### src/rtl/w21_pkg.sv
// rtl/w21_pkg.sv - shared state type, latency and address-width helpers for the W21 output-layer sequencer
package w21_pkg;

  typedef enum logic [2:0] {IDLE, ISSUE, DRAIN, RESULT, DONE} w21_state_t;

  localparam int unsigned DEF_MUL_LAT = 3;
  localparam int unsigned LAT = DEF_MUL_LAT + 1;

  // Address-to-product latency: one ROM cycle in front of the multiplier pipeline.
  function automatic int unsigned lat_of(input int unsigned mul_lat);
    return mul_lat + 1;
  endfunction

  function automatic int unsigned addr_w(input int unsigned n);
    return (n <= 1) ? 1 : $clog2(n);
  endfunction

endpackage

### src/rtl/w21_vld_delay.sv
// rtl/w21_vld_delay.sv - reset-clearable shift register aligning {first,valid} with the multiplier output
module w21_vld_delay #(
  parameter int unsigned DEPTH = 4
) (
  input  logic clk,
  input  logic rst,
  input  logic first,
  input  logic valid,
  output logic first_q,
  output logic valid_q
);

  logic [DEPTH-1:0] first_sr;
  logic [DEPTH-1:0] valid_sr;

  always_ff @(posedge clk) begin
    if (rst) begin
      first_sr <= '0;
      valid_sr <= '0;
    end else begin
      for (int i = DEPTH - 1; i > 0; i--) begin
        first_sr[i] <= first_sr[i-1];
        valid_sr[i] <= valid_sr[i-1];
      end
      first_sr[0] <= first;
      valid_sr[0] <= valid;
    end
  end

  assign first_q = first_sr[DEPTH-1];
  assign valid_q = valid_sr[DEPTH-1];

endmodule

### src/rtl/w21_output_layer_ctrl.sv
// rtl/w21_output_layer_ctrl.sv - W21 output-layer MAC sequencer with per-class valid/ready results
// Optional argmax of class scores is enabled by defining W21CTL_ARGMAX_EN.
module w21_output_layer_ctrl
  import w21_pkg::*;
#(
  parameter int unsigned N_HIDDEN = 20,
  parameter int unsigned N_CLASS  = 10,
  parameter int unsigned MUL_LAT  = DEF_MUL_LAT,
  parameter int unsigned ACC_W    = 24
) (
  input  logic                                      clk,
  input  logic                                      W21ctl_rst,
  input  logic                                      start,
  output logic                                      busy,
  output logic [addr_w(N_HIDDEN)-1:0]               h_addr,
  output logic [addr_w(N_HIDDEN*N_CLASS)-1:0]       w_addr,
  output logic                                      addr_vld,
  output logic                                      acc_load,
  output logic                                      acc_en,
  output logic [addr_w(N_CLASS)-1:0]                class_idx,
  input  logic signed [ACC_W-1:0]                   acc_in,
  output logic                                      res_valid,
  input  logic                                      res_ready,
  output logic                                      done,
  output logic [addr_w(N_CLASS)-1:0]                pred_digit
);

  localparam int unsigned LAT_C = lat_of(MUL_LAT);
  localparam int unsigned HW = addr_w(N_HIDDEN);
  localparam int unsigned CW = addr_w(N_CLASS);
  localparam int unsigned DW = addr_w(LAT_C);
  localparam logic [HW-1:0] H_LAST = HW'(N_HIDDEN - 1);
  localparam logic [CW-1:0] C_LAST = CW'(N_CLASS - 1);
  localparam logic [DW-1:0] D_LAST = DW'(LAT_C - 1);

  w21_state_t    state;
  logic [DW-1:0] drain_cnt;
  logic          hs;
  logic          first_q;
  logic          valid_q;

  assign hs = res_valid & res_ready;

  always_ff @(posedge clk) begin
    if (W21ctl_rst) begin
      state     <= IDLE;
      busy      <= 1'b0;
      h_addr    <= '0;
      w_addr    <= '0;
      addr_vld  <= 1'b0;
      class_idx <= '0;
      res_valid <= 1'b0;
      done      <= 1'b0;
      drain_cnt <= '0;
    end else begin
      done <= 1'b0;
      case (state)
        IDLE: if (start) begin
          state     <= ISSUE;
          busy      <= 1'b1;
          addr_vld  <= 1'b1;
          h_addr    <= '0;
          w_addr    <= '0;
          class_idx <= '0;
        end
        ISSUE: if (h_addr == H_LAST) begin
          state     <= DRAIN;
          addr_vld  <= 1'b0;
          drain_cnt <= '0;
        end else begin
          h_addr <= h_addr + 1'b1;
          w_addr <= w_addr + 1'b1;
        end
        // Wait until the last product of the class has been accumulated.
        DRAIN: if (drain_cnt == D_LAST) begin
          state     <= RESULT;
          res_valid <= 1'b1;
        end else begin
          drain_cnt <= drain_cnt + 1'b1;
        end
        RESULT: if (hs) begin
          res_valid <= 1'b0;
          if (class_idx == C_LAST) begin
            state <= DONE;
            busy  <= 1'b0;
            done  <= 1'b1;
          end else begin
            state     <= ISSUE;
            class_idx <= class_idx + 1'b1;
            h_addr    <= '0;
            w_addr    <= w_addr + 1'b1;
            addr_vld  <= 1'b1;
          end
        end
        DONE:    state <= IDLE;
        default: state <= IDLE;
      endcase
    end
  end

  w21_vld_delay #(.DEPTH(LAT_C)) u_vld_delay (
    .clk     (clk),
    .rst     (W21ctl_rst),
    .first   (addr_vld & (h_addr == '0)),
    .valid   (addr_vld),
    .first_q (first_q),
    .valid_q (valid_q)
  );

  assign acc_load = first_q;
  assign acc_en   = valid_q & ~first_q;

`ifdef W21CTL_ARGMAX_EN
  logic signed [ACC_W-1:0] best;
  logic [CW-1:0]           best_idx;
  logic                    take;

  // Strictly-greater update keeps the lower index on ties.
  assign take = (class_idx == '0) || (acc_in > best);

  always_ff @(posedge clk) begin
    if (W21ctl_rst) begin
      best       <= '0;
      best_idx   <= '0;
      pred_digit <= '0;
    end else if (state == RESULT && hs) begin
      if (take) begin
        best     <= acc_in;
        best_idx <= class_idx;
      end
      if (class_idx == C_LAST) pred_digit <= take ? class_idx : best_idx;
    end
  end
`else
  logic unused_acc;
  assign unused_acc = ^acc_in;
  assign pred_digit = '0;
`endif

endmodule
### config.mk
export PLATFORM = sky130hd
export DESIGN_NAME = w21_output_layer_ctrl
export DESIGN_NICKNAME = d
export VERILOG_FILES = /design/src/rtl/w21_pkg.sv /design/src/rtl/w21_vld_delay.sv /design/src/rtl/w21_output_layer_ctrl.sv
export SDC_FILE = /design/constraint.sdc
export NUM_CORES = 1
export LEC_CHECK = 0
export ABC_AREA = 1
export CORE_UTILIZATION = 44
export DETAILED_ROUTE_END_ITERATION = 7
export PLACE_DENSITY = 0.76
export SYNTH_ARGS = -nofsm -noshare
export SYNTH_HDL_FRONTEND = slang
export SYNTH_SLANG_ARGS = --single-unit
### constraint.sdc
create_clock -name clk -period 2 [get_ports clk]
set_clock_uncertainty 0.1 [all_clocks]
set_input_delay 0.4 -clock clk [delete_from_list [all_inputs] [get_ports clk]]
set_output_delay 0.4 -clock clk [all_outputs]
set_load 0.03 [all_outputs]
==> impl_metrics.ini, run 1 <==
[global_routing]
busiest_layer = met2
use_met2_pct = 30.0
track_usage_pct = 18.4
grt_pass1_wl_mm = 6.17
met3_usage_pct = 4.17
grtUsageMet1_pct = 23.7
grt-ovfl-total = 0
grt_max_degree = 21
antenna_found_initial = 0
grt_pass1_vias = 1448

[job]
maxCapViolCount = 0

[final_layout]
fin_cells = 346
drive_gt1_share_pct = 10.1
diodes = 0
most-common-layout-cells = nand2_1 (72), nor2_1 (49), dfxtp_1 (34)
final_common_cell = nand2_1
nNetsFinal = 331
num-fill-cells = 379
area_growth_pct = 22.4
postLayoutCoreUtil_pct = 57.9
fin_area_um2 = 2180

[route]
viasPerCell = 4.81
final_antenna_net_count = 0
avgRoutedWirePerCell_um = 10.3
dr.pass1.iters = 6
vias = 1664
wl_mm = 3.55
drc = 0
drtIter0Drc = 82

[power_and_ir_drop]
power.density_nw_per_um2 = 1270
p_leak_nw = 0.961
finalPower_mw = 2.78
ir_drop_mv = 0.638

[timing]
finalHoldViolCount = 0
finalSetupTns_ns = 0
final.min_clock_period_ns = 1.96
setup_violations = 0
period_share_pct = 98.1
fmax_mhz = 510
whs_ns = 0.307
rsz0062_at_grt = false
worst_slack_ns = 0.0384
maxSlewViolCount = 0

[clock_network]
post_cts_buffers = 0
hold_buffers = 0
cts_tree = built
cts_max_level = 2
clk_latency_ns = 0.28
cts_sinks = 34
cts.reportedPaths.clkPinSlew_ns = 0.07
cts.repair.resized = 0
root_buffer = clkbuf_8
clock_path_buffers = 2
cts_buffers = 5

[critical_path]
critical_path.max_stage_delay_ns = 0.72
cp-start-kind = flop
arrival_ns = 1.46
cp_slowest_cell = clkdlybuf4s50_1
crit_family = buffers and inverters
worst-path-buf-inv = 1
critPathMaxFanout = 7
cp_cell_sequence = clkdlybuf4s50_1
endpoint_kind = primary output
worstPathRequired_ns = 1.50
path_class = reg2out

[place]
dp_cells = 338
place_hpwl_mm = 2.59
gp_congestion = 0.890
portBuffers = 26
post-place-ws_ns = 0.0748
post_dp_cell_area_um2 = 2070

[yosys]
synth.area.top_cells = dfxtp_1 (38%), nand2_1 (15%), nor2_1 (10%), inv_1 (6.3%), nand3_1 (4.5%)
synth_top_area_cell = dfxtp_1
syn_inst = 268
ys_types = 27
ys_seq_area_share_pct = 38.1
synth_top_cell_area_share_pct = 38.1
ys_ff_latch = 34
syn_avg_cell_area_um2 = 6.66
synth_area_um2 = 1790
synth_warnings = 0

[die]
fp.dieArea_um2 = 4320
io_pins = 55
die_h_um = 65.7
coreArea_um2 = 3770
rows = 22
start_util_pct = 47.3
die_w_um = 65.7

[min_path]
holdCritPathClass = reg2reg

[status]
status = finished, final reports clean
[cell families after synthesis]
group,count (synthesis),synth area share (%)
flip-flops,34,38.1
other,1,0.210
buffers and inverters,44,10.6
AO/OA/AOI/OAI,29,9.25
adder cells (fa/ha/maj),6,4.20
XOR/XNOR,1,0.491
AND/OR/NAND/NOR,153,37.1
[synth_stat cells, drive strengths merged]
| cell type | instances |
|---|---|
| nand3 | 16 |
| o21bai | 2 |
| inv | 35 |
| xnor2 | 1 |
| nand3b | 1 |
| a21oi | 17 |
| o21ai | 10 |
| nand4 | 1 |
| nor2 | 54 |
| nor3 | 2 |
| dfxtp | 34 |
| ha | 6 |
| buf | 6 |
| nand2 | 78 |
| clkbuf | 3 |
| conb | 1 |
| nor3b | 1 |
[flip-flops by register name, summed over array words and instances, names as in the netlist]
register              count
w_addr                    8
h_addr                    5
class_idx                 4
u_vld_delay.first_sr      4
u_vld_delay.valid_sr      4
state                     3
drain_cnt                 2
addr_vld                  1
busy                      1
done                      1
res_valid                 1
[tightest hold or removal path: cells and delay by family, from the launching register on]
family        cells  cell delay (ns)
buf+inv           1             0.04
simple gates      1             0.03
flops             1             0.30
[layout make-up]
class                           instances  area [µm²]  share of cell area (%)
Timing Repair Buffer                   28         275                    12.6
Inverter                               35         131                    6.01
Clock buffer                            8         110                    5.04
Tap cell                               48        60.1                    2.75
Multi-Input combinational cell        193         927                    42.4
Sequential cell                        34         681                    31.2
[report_power, final]
part / switching (mW) / total [mW] / internal (mW)
registers: 0.151 / 0.968 / 0.817
clock network: 0.229 / 0.576 / 0.347
logic: 0.793 / 1.24 / 0.443
[worst paths after layout]
| check | slack (ns) | end | depth (start not counted) | from |
|---|---|---|---|---|
| hold / removal | 0.31 | u_vld_delay.valid_sr[3] | 2 | u_vld_delay.valid_sr[2] |
| hold reg to reg | 0.31 | u_vld_delay.valid_sr[3] | 2 | u_vld_delay.valid_sr[2] |
| setup / recovery | 0.04 | class_idx[2] | 1 | class_idx[2] |
| setup reg to reg | 0.33 | w_addr[2] | 9 | class_idx[1] |
[metal layers]
metal,wire (µm),up-vias
met2,1670,27
met3,114,4
met4,31,0
li1,-,878
met1,1740,755
met5,0,-
Power figures use the tool's default switching activity.
==> inputs of run 2 (changes only) <==
--- a/config.mk
+++ b/config.mk
@@ -6,6 +6,7 @@
 export NUM_CORES = 1
 export LEC_CHECK = 0
 export ABC_AREA = 1
+export CORE_ASPECT_RATIO = 0.8
 export CORE_UTILIZATION = 44
 export DETAILED_ROUTE_END_ITERATION = 7
 export PLACE_DENSITY = 0.76
==> constraint.sdc (replaced) <==
create_clock -name clk -period 2 [get_ports clk]
set_clock_uncertainty 0.1 [all_clocks]
set_input_delay 0.4 -clock clk [delete_from_list [all_inputs] [get_ports clk]]
set_output_delay 0.4 -clock clk [all_outputs]
set_load 0.02 [all_outputs]
==> run 2 against run 1 <==
Effect of this change:
- flip-flop and latch count is the same
- fmax grew 4.1%
- worst hold slack lost 0.0072 ns
- critical path type unchanged
- critical path depth is the same
- combinational power shrank 6%
- routed wire length grew 0.42%
- critical endpoint unchanged
==> impl_metrics.ini, run 2 (synthesis results as in run 1) <==
[global_routing]
grt_pass1_wl_mm = 5.80
grt-ovfl-total = 0
grt_pass1_vias = 1316
track_usage_pct = 17.7
antenna_found_initial = 0
grt_max_degree = 21

[critical_path]
critPathMaxFanout = 7
path_class = reg2out
endpoint_kind = primary output
cp_cell_sequence = clkdlybuf4s50_1
cp-start-kind = flop
cp_slowest_cell = clkdlybuf4s50_1
r2r-end = w_addr[3]
worstPathRequired_ns = 1.50
rr_startpoint = class_idx[1]
r2r_slack_ns = 0.29
crit_family = buffers and inverters
rr_worst_depth = 9
critical_path.max_stage_delay_ns = 0.65
arrival_ns = 1.38
worst-path-buf-inv = 1

[final_layout]
drive_gt1_share_pct = 10.1
diodes = 0
regMostFlops = w_addr
largest_reg_flops = 8
top_regs = w_addr x8, h_addr x5
nNetsFinal = 331
area_growth_pct = 24.4
final_common_cell = nand2_1
most-common-layout-cells = nand2_1 (72), nor2_1 (49), dfxtp_1 (34)
fin_cells = 353

[clock_network]
cts_tree = built
clock_path_buffers = 2
clk_latency_ns = 0.28
cts_sinks = 34
cts_max_level = 2
root_buffer = clkbuf_8
cts.repair.resized = 0
cts_buffers = 5
cts.reportedPaths.clkPinSlew_ns = 0.07
post_cts_buffers = 0
hold_buffers = 0

[place]
gp_congestion = 0.926
dp_cells = 345
place_hpwl_mm = 2.55
portBuffers = 26
post-place-ws_ns = 0.0597

[timing]
whs_ns = 0.300
rsz0062_at_grt = false
worst_slack_ns = 0.115
setup_violations = 0
period_share_pct = 94.2
maxSlewViolCount = 0
finalHoldViolCount = 0
final.min_clock_period_ns = 1.88
fmax_mhz = 531
finalSetupTns_ns = 0

[min_path]
hold_end = u_vld_delay.valid_sr[1]
min_path_cells = 2
holdCritPathClass = reg2reg
hold_path_startpoint = u_vld_delay.valid_sr[0]

[power_and_ir_drop]
p_leak_nw = 0.972
power.density_nw_per_um2 = 1300
ir_drop_mv = 0.579

[route]
viasPerCell = 4.67
drc = 0
drtIter0Drc = 139
avgRoutedWirePerCell_um = 10.1
vias = 1650
wl_mm = 3.57
final_antenna_net_count = 0
dr.pass1.iters = 4

[die]
coreArea_um2 = 3850
fp.dieArea_um2 = 4320
rows = 20
io_pins = 55
die_w_um = 73.2
die_h_um = 59.0
start_util_pct = 46.3

[status]
status = finished, final reports clean

[job]
maxCapViolCount = 0
run 2: changes by cell type in the layout (fill, tap and decap cells not counted), sizes merged:
cell	previous run	this run
clkbuf	8	5
bufinv	0	2
clkinv	0	1
run 2: power breakdown:
group	total, mW	switching, mW	leakage (nW)	internal [mW]
Sequential	0.972	0.155	0.277	0.817
Clock	0.748	0.249	0.0683	0.499
Combinational	1.16	0.711	0.627	0.445
run 2: metrics by stage:
stage / area, µm² / utilization (%) / power [mW]
final: 2220 / 57.6 / 2.88
after global routing: 2220 / 57.6 / 3.09
after CTS: 2220 / 57.6 / 2.91
after detailed placement: 2080 / 54.1 / 2.14
after global placement: 2080 / 54.1 / 2.13
after floorplan: 1800 / - / 1.81
run 2: area by class of cell:
| class | instances | area [µm²] |
|---|---|---|
| Fill cell | 392 | 1630 |
| Clock inverter | 3 | 68.8 |
| Sequential cell | 34 | 681 |
| Clock buffer | 5 | 68.8 |
| Multi-Input combinational cell | 193 | 927 |
| Timing Repair Buffer | 28 | 275 |
| Inverter | 35 | 131 |
| Tap cell | 55 | 68.8 |
run 2: worst reg2reg max path: cells and delay by family (launching register included):
kind	cells	cell delay [ns]
AND/OR/NAND/NOR	6	0.74
buffers and inverters	1	0.07
flip-flops	1	0.43
adder cells (fa/ha/maj)	1	0.18
AO/OA/AOI/OAI	1	0.14
run 2: worst max-delay path by stage:
stage                       from            to  cells after the start
global placement       res_ready     w_addr[5]                     10
global route        class_idx[2]  class_idx[2]                      1
finish              class_idx[2]  class_idx[2]                      1
floorplan           class_idx[1]     w_addr[2]                     10
CTS                 class_idx[2]  class_idx[2]                      1
detailed placement     res_ready     h_addr[2]                      9
run 2: metal layers:
layer | vias to the layer above | track usage, % | share of wire [%]
met5 | - | 0 | 0
met3 | 2 | 4.59 | 5.9
li1 | 877 | - | -
met1 | 726 | 26.0 | 51
met4 | 0 | 5.88 | 0.76
met2 | 45 | 25.0 | 42
